<file path="config.mk">
export PLATFORM = sky130hd
export DESIGN_NAME = sram_controller
export DESIGN_NICKNAME = d
export VERILOG_FILES = /design/src/rtl/arm_mem_pkg.sv /design/src/rtl/wait_counter.sv /design/src/rtl/sram_controller.sv
export SDC_FILE = /design/constraint.sdc
export NUM_CORES = 1
export LEC_CHECK = 0
export ABC_AREA = 1
export CELL_PAD_IN_SITES_DETAIL_PLACEMENT = 0
export CELL_PAD_IN_SITES_GLOBAL_PLACEMENT = 1
export CORE_ASPECT_RATIO = 2
export CORE_MARGIN = 2
export CORE_UTILIZATION = 30
export DETAILED_ROUTE_END_ITERATION = 6
export PLACE_DENSITY = 0.88
export RECOVER_POWER = 50
export SKIP_CTS_REPAIR_TIMING = 1
export SLEW_MARGIN = 5
export SYNTH_ARGS = -nofsm -noshare
export SYNTH_HDL_FRONTEND = slang
export SYNTH_SLANG_ARGS = --single-unit
</file>
<file path="constraint.sdc">
create_clock -name clk -period 4.2 [get_ports clk]
set_input_delay 1.26 -clock clk [delete_from_list [all_inputs] [get_ports clk]]
set_output_delay 1.26 -clock clk [all_outputs]
set_load 0.02 [all_outputs]
</file>
<file path="src/rtl/arm_mem_pkg.sv">
// Shared definitions for the data-memory SRAM path.
// Holds the controller FSM state encoding, the external SRAM geometry, the
// default byte address of SRAM word 0, and the byte-address to word-index
// mapping.
package arm_mem_pkg;

  // External SRAM geometry: 16-bit data bus, 18-bit half-word address.
  localparam int SRAM_DW = 16;
  localparam int SRAM_AW = 18;

  // Byte address that maps onto SRAM word 0.
  localparam logic [31:0] BASE_ADDR_DEFAULT = 32'd1024;

  // Controller FSM states.
  localparam logic [1:0] ST_IDLE = 2'd0;
  localparam logic [1:0] ST_LO   = 2'd1;
  localparam logic [1:0] ST_HI   = 2'd2;
  localparam logic [1:0] ST_DONE = 2'd3;

  // Word index of a byte address relative to the SRAM base. Bits [1:0] of
  // the address fall away in the shift. The caller truncates the result to
  // the SRAM word width, so addresses wrap modulo the SRAM size.
  function automatic logic [31:0] word_index(input logic [31:0] addr,
                                             input logic [31:0] base);
    return (addr - base) >> 2;
  endfunction

endpackage

</file>
<file path="src/rtl/wait_counter.sv">
// Wait-state counter for one 16-bit SRAM access phase.
// Counts 0..WAIT_CYCLES-1 while enabled and stops at the terminal count.
// A clear returns the count to 0 on the next edge. Clear takes priority
// over enable.
// Ports:
//   clk, rst  - clock and asynchronous active-high reset
//   i_clear   - synchronous clear back to 0
//   i_en      - advance the count (saturates at the terminal count)
//   o_tc      - high while the count equals WAIT_CYCLES-1
// WAIT_CYCLES must be at least 2.
module wait_counter #(
  parameter int WAIT_CYCLES = 3
) (
  input  logic clk,
  input  logic rst,
  input  logic i_clear,
  input  logic i_en,
  output logic o_tc
);

  localparam int CW = (WAIT_CYCLES > 2) ? $clog2(WAIT_CYCLES) : 1;
  localparam logic [CW-1:0] LAST = CW'(WAIT_CYCLES - 1);

  logic [CW-1:0] r_cnt;

  always_ff @(posedge clk or posedge rst) begin
    if (rst) begin
      r_cnt <= '0;
    end else if (i_clear) begin
      r_cnt <= '0;
    end else if (i_en && !o_tc) begin
      r_cnt <= r_cnt + 1'b1;
    end
  end

  assign o_tc = (r_cnt == LAST);

endmodule

</file>
<file path="src/rtl/sram_controller.sv">
// Data-memory responder for the MEM stage.
// Each 32-bit word access is split into two 16-bit SRAM accesses: the low
// half-word first, then the high half-word. Each access lasts WAIT_CYCLES
// cycles. While an access is in flight, ready is low so the pipeline freezes
// and the request stays stable.
// Ports:
//   clk, rst     - clock and asynchronous active-high reset
//   rd_en, wr_en - MEM-stage load/store request (level); a write wins if both
//   address      - byte address; bits [1:0] are ignored
//   write_data   - store data
//   read_data    - load data; valid in the ready=1 cycle that ends a read
//   ready        - 1 when nothing is pending or an access completes this cycle
//   sram_addr    - SRAM half-word address ({word, 0} low half, {word, 1} high)
//   sram_we_n    - SRAM write strobe, active-low
//   sram_dq_out  - data driven towards the SRAM
//   sram_dq_oe   - pad output enable for sram_dq_out
//   sram_dq_in   - data returned by the SRAM
module sram_controller #(
  parameter logic [31:0] BASE_ADDR   = arm_mem_pkg::BASE_ADDR_DEFAULT,
  parameter int          WAIT_CYCLES = 3,
  parameter int          SRAM_AW     = arm_mem_pkg::SRAM_AW
) (
  input  logic                            clk,
  input  logic                            rst,
  input  logic                            rd_en,
  input  logic                            wr_en,
  input  logic [31:0]                     address,
  input  logic [31:0]                     write_data,
  output logic [31:0]                     read_data,
  output logic                            ready,
  output logic [SRAM_AW-1:0]              sram_addr,
  output logic                            sram_we_n,
  output logic [arm_mem_pkg::SRAM_DW-1:0] sram_dq_out,
  output logic                            sram_dq_oe,
  input  logic [arm_mem_pkg::SRAM_DW-1:0] sram_dq_in
);

  import arm_mem_pkg::*;

  // Width of the 32-bit word index. One SRAM address bit selects the half.
  localparam int WW = SRAM_AW - 1;

  logic [1:0]    r_state;
  logic          r_is_wr;
  logic [WW-1:0] r_word;
  logic [31:0]   r_wdata;

  logic          w_req;
  logic          w_busy;
  logic          w_tc;
  logic          w_clear;
  logic [31:0]   w_word_full;
  logic          w_unused;

  assign w_req       = rd_en | wr_en;
  assign w_word_full = word_index(address, BASE_ADDR);
  // Only the low WW bits of the word index are kept, so the index wraps
  // modulo the SRAM size. The upper bits are deliberately discarded.
  assign w_unused    = &{1'b0, w_word_full[31:WW]};

  assign w_busy  = (r_state == ST_LO) || (r_state == ST_HI);
  // Clearing outside LO/HI and on the terminal count guarantees the counter
  // starts at 0 on entry to both LO and HI.
  assign w_clear = !w_busy || w_tc;

  wait_counter #(
    .WAIT_CYCLES(WAIT_CYCLES)
  ) u_wait (
    .clk     (clk),
    .rst     (rst),
    .i_clear (w_clear),
    .i_en    (w_busy),
    .o_tc    (w_tc)
  );

  always_ff @(posedge clk or posedge rst) begin
    if (rst) begin
      r_state   <= ST_IDLE;
      r_is_wr   <= 1'b0;
      r_word    <= '0;
      r_wdata   <= '0;
      read_data <= '0;
    end else begin
      case (r_state)
        ST_IDLE: begin
          if (w_req) begin
            r_state <= ST_LO;
            r_is_wr <= wr_en;
            r_word  <= w_word_full[WW-1:0];
            r_wdata <= write_data;
          end
        end
        ST_LO: begin
          if (w_tc) begin
            r_state <= ST_HI;
            if (!r_is_wr) begin
              read_data[15:0] <= sram_dq_in;
            end
          end
        end
        ST_HI: begin
          if (w_tc) begin
            r_state <= ST_DONE;
            if (!r_is_wr) begin
              read_data[31:16] <= sram_dq_in;
            end
          end
        end
        default: begin
          r_state <= ST_IDLE;
        end
      endcase
    end
  end

  // In IDLE, ready drops in the same cycle a request appears, so the
  // pipeline freezes before the next edge.
  assign ready = (r_state == ST_IDLE) ? ~w_req : (r_state == ST_DONE);

  assign sram_addr  = {r_word, (r_state == ST_HI)};
  assign sram_dq_oe = w_busy & r_is_wr;
  // The strobe rises on the last count of each phase while address and data
  // are still held. This gives the SRAM hold time after we_n goes high.
  assign sram_we_n  = ~(sram_dq_oe & ~w_tc);
  assign sram_dq_out = !sram_dq_oe          ? '0 :
                       (r_state == ST_HI)   ? r_wdata[31:16] :
                                              r_wdata[15:0];

endmodule

</file>
# Yosys cells after proc, flatten, opt, wreduce, memory -nomap -nowiden
# Cells that the tools add are included.
[word_totals] ff_bits=86 out_inout_bits=69
[op_classes] addsub=2 eq_ne=7 muxes=9 n_bitwise=7 reduce_logical=11
[op_table] operator="16-bit two-way mux" n=2
[op_table] operator="19-bit by 11-bit subtractor with 19-bit output, second input constant" n=1
[op_table] operator="2-bit two-way mux" n=5
[op_table] operator="3-bit AND reduction" n=3
[op_table] operator="2-bit == test, second input constant" n=3
[op_table] operator="2-bit case mux with 3 select lines" n=1
[op_table] operator="2-bit by 1-bit != test with 1-bit output, second input constant" n=2
[op_table] operator="1-bit NOT" n=4
[op_table] operator="2-bit by 1-bit adder with 2-bit output, second input constant" n=1
[op_table] operator="1-bit bitwise AND" n=2
[op_table] operator="2-bit by 1-bit == test with 1-bit output, second input constant" n=1
[op_table] operator="1-bit logical NOT" n=2
[op_table] operator="2-bit logical NOT" n=1
[op_table] operator="1-bit logical OR" n=2
[op_table] operator="2-bit != test, second input constant" n=1
[op_table] operator="2-bit AND reduction" n=1
[op_table] operator="2-bit nonzero test" n=1
[op_table] operator="1-bit logical AND" n=1
[op_table] operator="1-bit two-way mux" n=1
[op_table] operator="1-bit bitwise OR" n=1

# Longest topological paths before layout
[logic_depth] word_depth=5 mapped_depth=7

# By module
# A second synthesis with hierarchy kept.
[hier_totals] hier_cells=465 area_unflattened_um2=3774.9
[modules_own_cells] mod="sram_controller" instances=1 cells_each=448 area_each_um2=3652.3 seq_area_each_um2=2102.0
[modules_own_cells] mod="wait_counter" instances=1 cells_each=17 area_each_um2=122.6 seq_area_each_um2=50.0

# Least setup slack after synthesis
# Ideal clock, no wire load.
[synth_timing] kind="input port to output port" start="input port wr_en" end="output port ready" t_arrival_ns=1.989 required_time_ns=2.940 setup_slack_ns=0.951 path_stages=4 cell_sequence="o21ai_2 inv_2 buf_2 nor2_1"
[synth_between] elab_chain_cells=3
[synth_lines] item="start: declaration" line="sram_controller.sv:26" source="input logic wr_en,"
[synth_lines] item="1-bit bitwise OR" line="sram_controller.sv:55" source="assign w_req = rd_en | wr_en;"
[synth_lines] item="1-bit NOT" line="sram_controller.sv:118" source="assign ready = (r_state == ST_IDLE) ? ~w_req : (r_state == ST_DONE);"
[synth_lines] item="1-bit two-way mux" line="sram_controller.sv:118"
[synth_lines] item="end: declaration" line="sram_controller.sv:30" source="output logic ready,"
# No other way between the ends.

# Final worst setup path
# Same ends and word-level chain as after synthesis.

==> results.py <==
metrics = {
    "status": {
        "status": "finished, violations left",
        "violations": "max-capacitance violations, max-slew violations",
    },
    "critical_path": {
        "end_kind": "output pin",
        "crit_arrival_ps": 2690,
        "crit_path_start_kind": "input port",
        "reg2reg_slack_ps": 1380,
        "crit_fanout": 3,
        "crit_start": "wr_en",
        "r2r_cells": 5,
        "crit_required_ps": 2940,
        "rr_endpoint": "r_word[8]$_DFFE_PP0P_",
        "critPathKind": "in2out",
        "rr_startpoint": "r_state[0]$_DFFE_PP0P_",
    },
    "cells_and_area": {
        "antenna_cells": 0,
        "multi_input_comb_area_sq_mm": 0.00133,
        "layoutNonFillerInstCount": 738,
        "area_delta_synth_final_pct": 47.6,
        "final_core_util_pct": 45.4,
        "drive_gt1_share_pct": 3.89,
        "fill_cells": 1170,
        "stdcell_area_sq_mm": 0.00550,
        "nNetsFinal": 676,
        "seq_area_sq_mm": 0.00215,
    },
    "power_and_ir_drop": {
        "clkPwrFrac_pct": 18.4,
        "switching_share_pct": 40.7,
        "leakage_uw": 0.00268,
        "internal_power_uw": 2530,
        "vdd_drop_max_mv": 0.340,
        "p_sw_uw": 1740,
        "sequentialPowerShare_pct": 34.1,
        "p_comb_share_pct": 47.5,
        "power.density_mw_per_mm2": 777,
    },
    "hold_path": {
        "worstHoldStart": "u_wait.r_cnt[0]$_DFF_PP0_",
        "hp-class": "reg2reg",
        "worstHoldPathCells": 1,
        "holdPathEnd": "u_wait.r_cnt[0]$_DFF_PP0_",
    },
    "route": {
        "antenna_left": 0,
        "first_pass_iters": 4,
        "wl_per_cell_microns": 13.7,
        "wirelength_microns": 10100,
        "drc": 0,
        "viasPerCell": 4.54,
        "drt_iter0_markers": 104,
        "via_count": 3354,
    },
    "floorplanning": {
        "fp-row-count": 57,
        "dieArea_sq_mm": 0.0134,
        "fp.coreArea_sq_mm": 0.0121,
        "die_x_microns": 82.8,
        "die_h_microns": 162,
        "ios": 153,
        "initial_core_util_pct": 30.7,
    },
    "run": {
        "maxCapViolCount": 2,
    },
    "placement": {
        "numPortBuffers": 137,
        "gp_congestion": 0.798,
        "dpl_cell_area_sq_mm": 0.00522,
        "hpwl_microns": 7430,
        "dp.cells": 722,
    },
    "synth": {
        "synthesis.nets": 544,
        "synth_largest_area_cell": "dfrtp_1",
        "syn_avg_cell_area_sq_um": 8.21,
        "netlist.area_leader.share_pct": 57.8,
        "synth_area_sq_mm": 0.00373,
        "synth_cell_types": 19,
        "synth_edf_count": 0,
        "ys_ff_latch": 86,
        "ys_async_sr_fraction_pct": 100,
        "syn_inst": 454,
        "ys_warn_count": 0,
        "ys.flop_type": "dfrtp_1",
        "synth.yosys.seq_area_share_pct": 57.8,
        "synthTopCellsByArea": "dfrtp_1 (58%), nand2_1 (22%), o21ai_0 (5.1%)",
    },
    "sta": {
        "worst_pin_slew_ps": 2160,
        "rsz0062_at_grt": "false",
        "maxSlewViolCount": 89,
        "finalHoldViolCount": 0,
        "finalSetupViolCount": 0,
        "period_share_pct": 94.0,
        "fin_tns_setup_ps": 0,
        "max_slew_margin_pct": -44.1,
        "min_period_ps": 3950,
        "finClkSkew_ps": 10.4,
        "fmax_mhz": 253,
    },
    "cts": {
        "cts.path.max_buffers": 2,
        "cts_tree": "done",
        "clock_latency_ps": 340,
        "cts_sinks": 86,
        "clkSlewWorstSetupHoldPaths_ps": 70,
        "cts-buffers-inserted": 9,
        "ctsHtreeMaxLevel": 3,
        "cts_root_buf": "clkbuf_16",
    },
    "grt": {
        "grtUsageTotal_pct": 15.5,
        "antenna_found_initial": 0,
        "grt_pass1_vias": 3371,
        "grt_pass1_wl_microns": 16800,
        "grt-ovfl-total": 0,
        "grt_start_max_net_pins": 52,
    },
}
-- routing by layer --
layer | wire (microns) | GRT usage [%] | vias to the layer above
met5 | 0 | 0 | -
met4 | 273 | 6.33 | 0
met3 | 446 | 3.78 | 20
met2 | 5490 | 28.1 | 101
met1 | 3930 | 17.0 | 1572
li1 | - | - | 1661
-- logic make-up (layout without fill, tap and decap cells) --
kind of cell,after synthesis,in the layout,synth area share (%)
AOI/OAI and AO/OA,62,62,8.56
adders and majority gates,6,6,2.01
buffers and inverters,56,193,6.68
DFF,86,86,57.8
and+or+nand+nor,244,244,25.0
-- how the worst max path moves through the flow --
stage / to / slack [ps] / cells after the start
6_report: ready / 250 / 5
5_1_grt: r_wdata[29]$_DFFE_PP0P_ / 90 / 3
4_1_cts: ready / 240 / 5
3_5_place_dp: ready / 240 / 5
3_3_place_gp: ready / 240 / 5
2_1_floorplan: r_is_wr$_DFFE_PP0P_ / 720 / 1
-- critical path, stage by stage --
cell and delay, ps:
clkdlybuf4s50_1 470, o21ai_4 180, inv_2 50, nor2_1 90
clkdlybuf4s50_1 640
-- stage by stage --
step	setup slack [ps]	hold WS, ps	power [uW]
finish	251	427	4270
global route	87.4	449	4590
CTS	243	429	4340
detailed placement	242	419	3520
global placement	236	414	3470
floorplan	718	402	2590
-- synthesized netlist by cell type (all sizes together), types with 2 or more instances --
cell type and number:
a21oi 19, nand2 216, o21ai 40, nand3 8
a31oi 2, ha 6, clkbuf 3, dfrtp 86
buf 17, inv 36, nor2 18
-- cell usage in the layout (no fill, tap or decap), types with 2 or more instances in the layout --
master	count
a31oi_1	2
ha_1	6
inv_1	34
nand2_1	216
clkbuf_16	9
o21ai_0	38
clkinv_4	2
clkdlybuf4s50_1	136
buf_4	2
nand3_1	8
a21oi_1	19
dfrtp_1	86
inv_8	3
nor2_1	18
-- layout make-up --
class / count / area share [%]
repair buffers: 141 / 25.4
clock buffers: 9 / 4.09
well taps: 147 / 3.34
flip-flops and latches: 86 / 39.1
clock inverters: 7 / 1.36
multi-input cells: 312 / 24.2
inverters: 36 / 2.48
-- flip-flops by register name, summed over array words and instances, names as in the netlist --
signal and cells:
r_wdata 32, read_data 32, r_word 17, r_state 2, u_wait.r_cnt 2, r_is_wr 1
-- power groups by stage --
| stage | Clock, uW | Combinational (uW) | Sequential [uW] |
|---|---|---|---|
| after floorplan | 0 | 872 | 1720 |
| after global placement | 0 | 2020 | 1450 |
| after detailed placement | 0 | 2050 | 1470 |
| after CTS | 814 | 2070 | 1460 |
| after global routing | 849 | 2230 | 1510 |
| final | 786 | 2030 | 1460 |
Note: power is estimated with default switching activity, not from simulation.
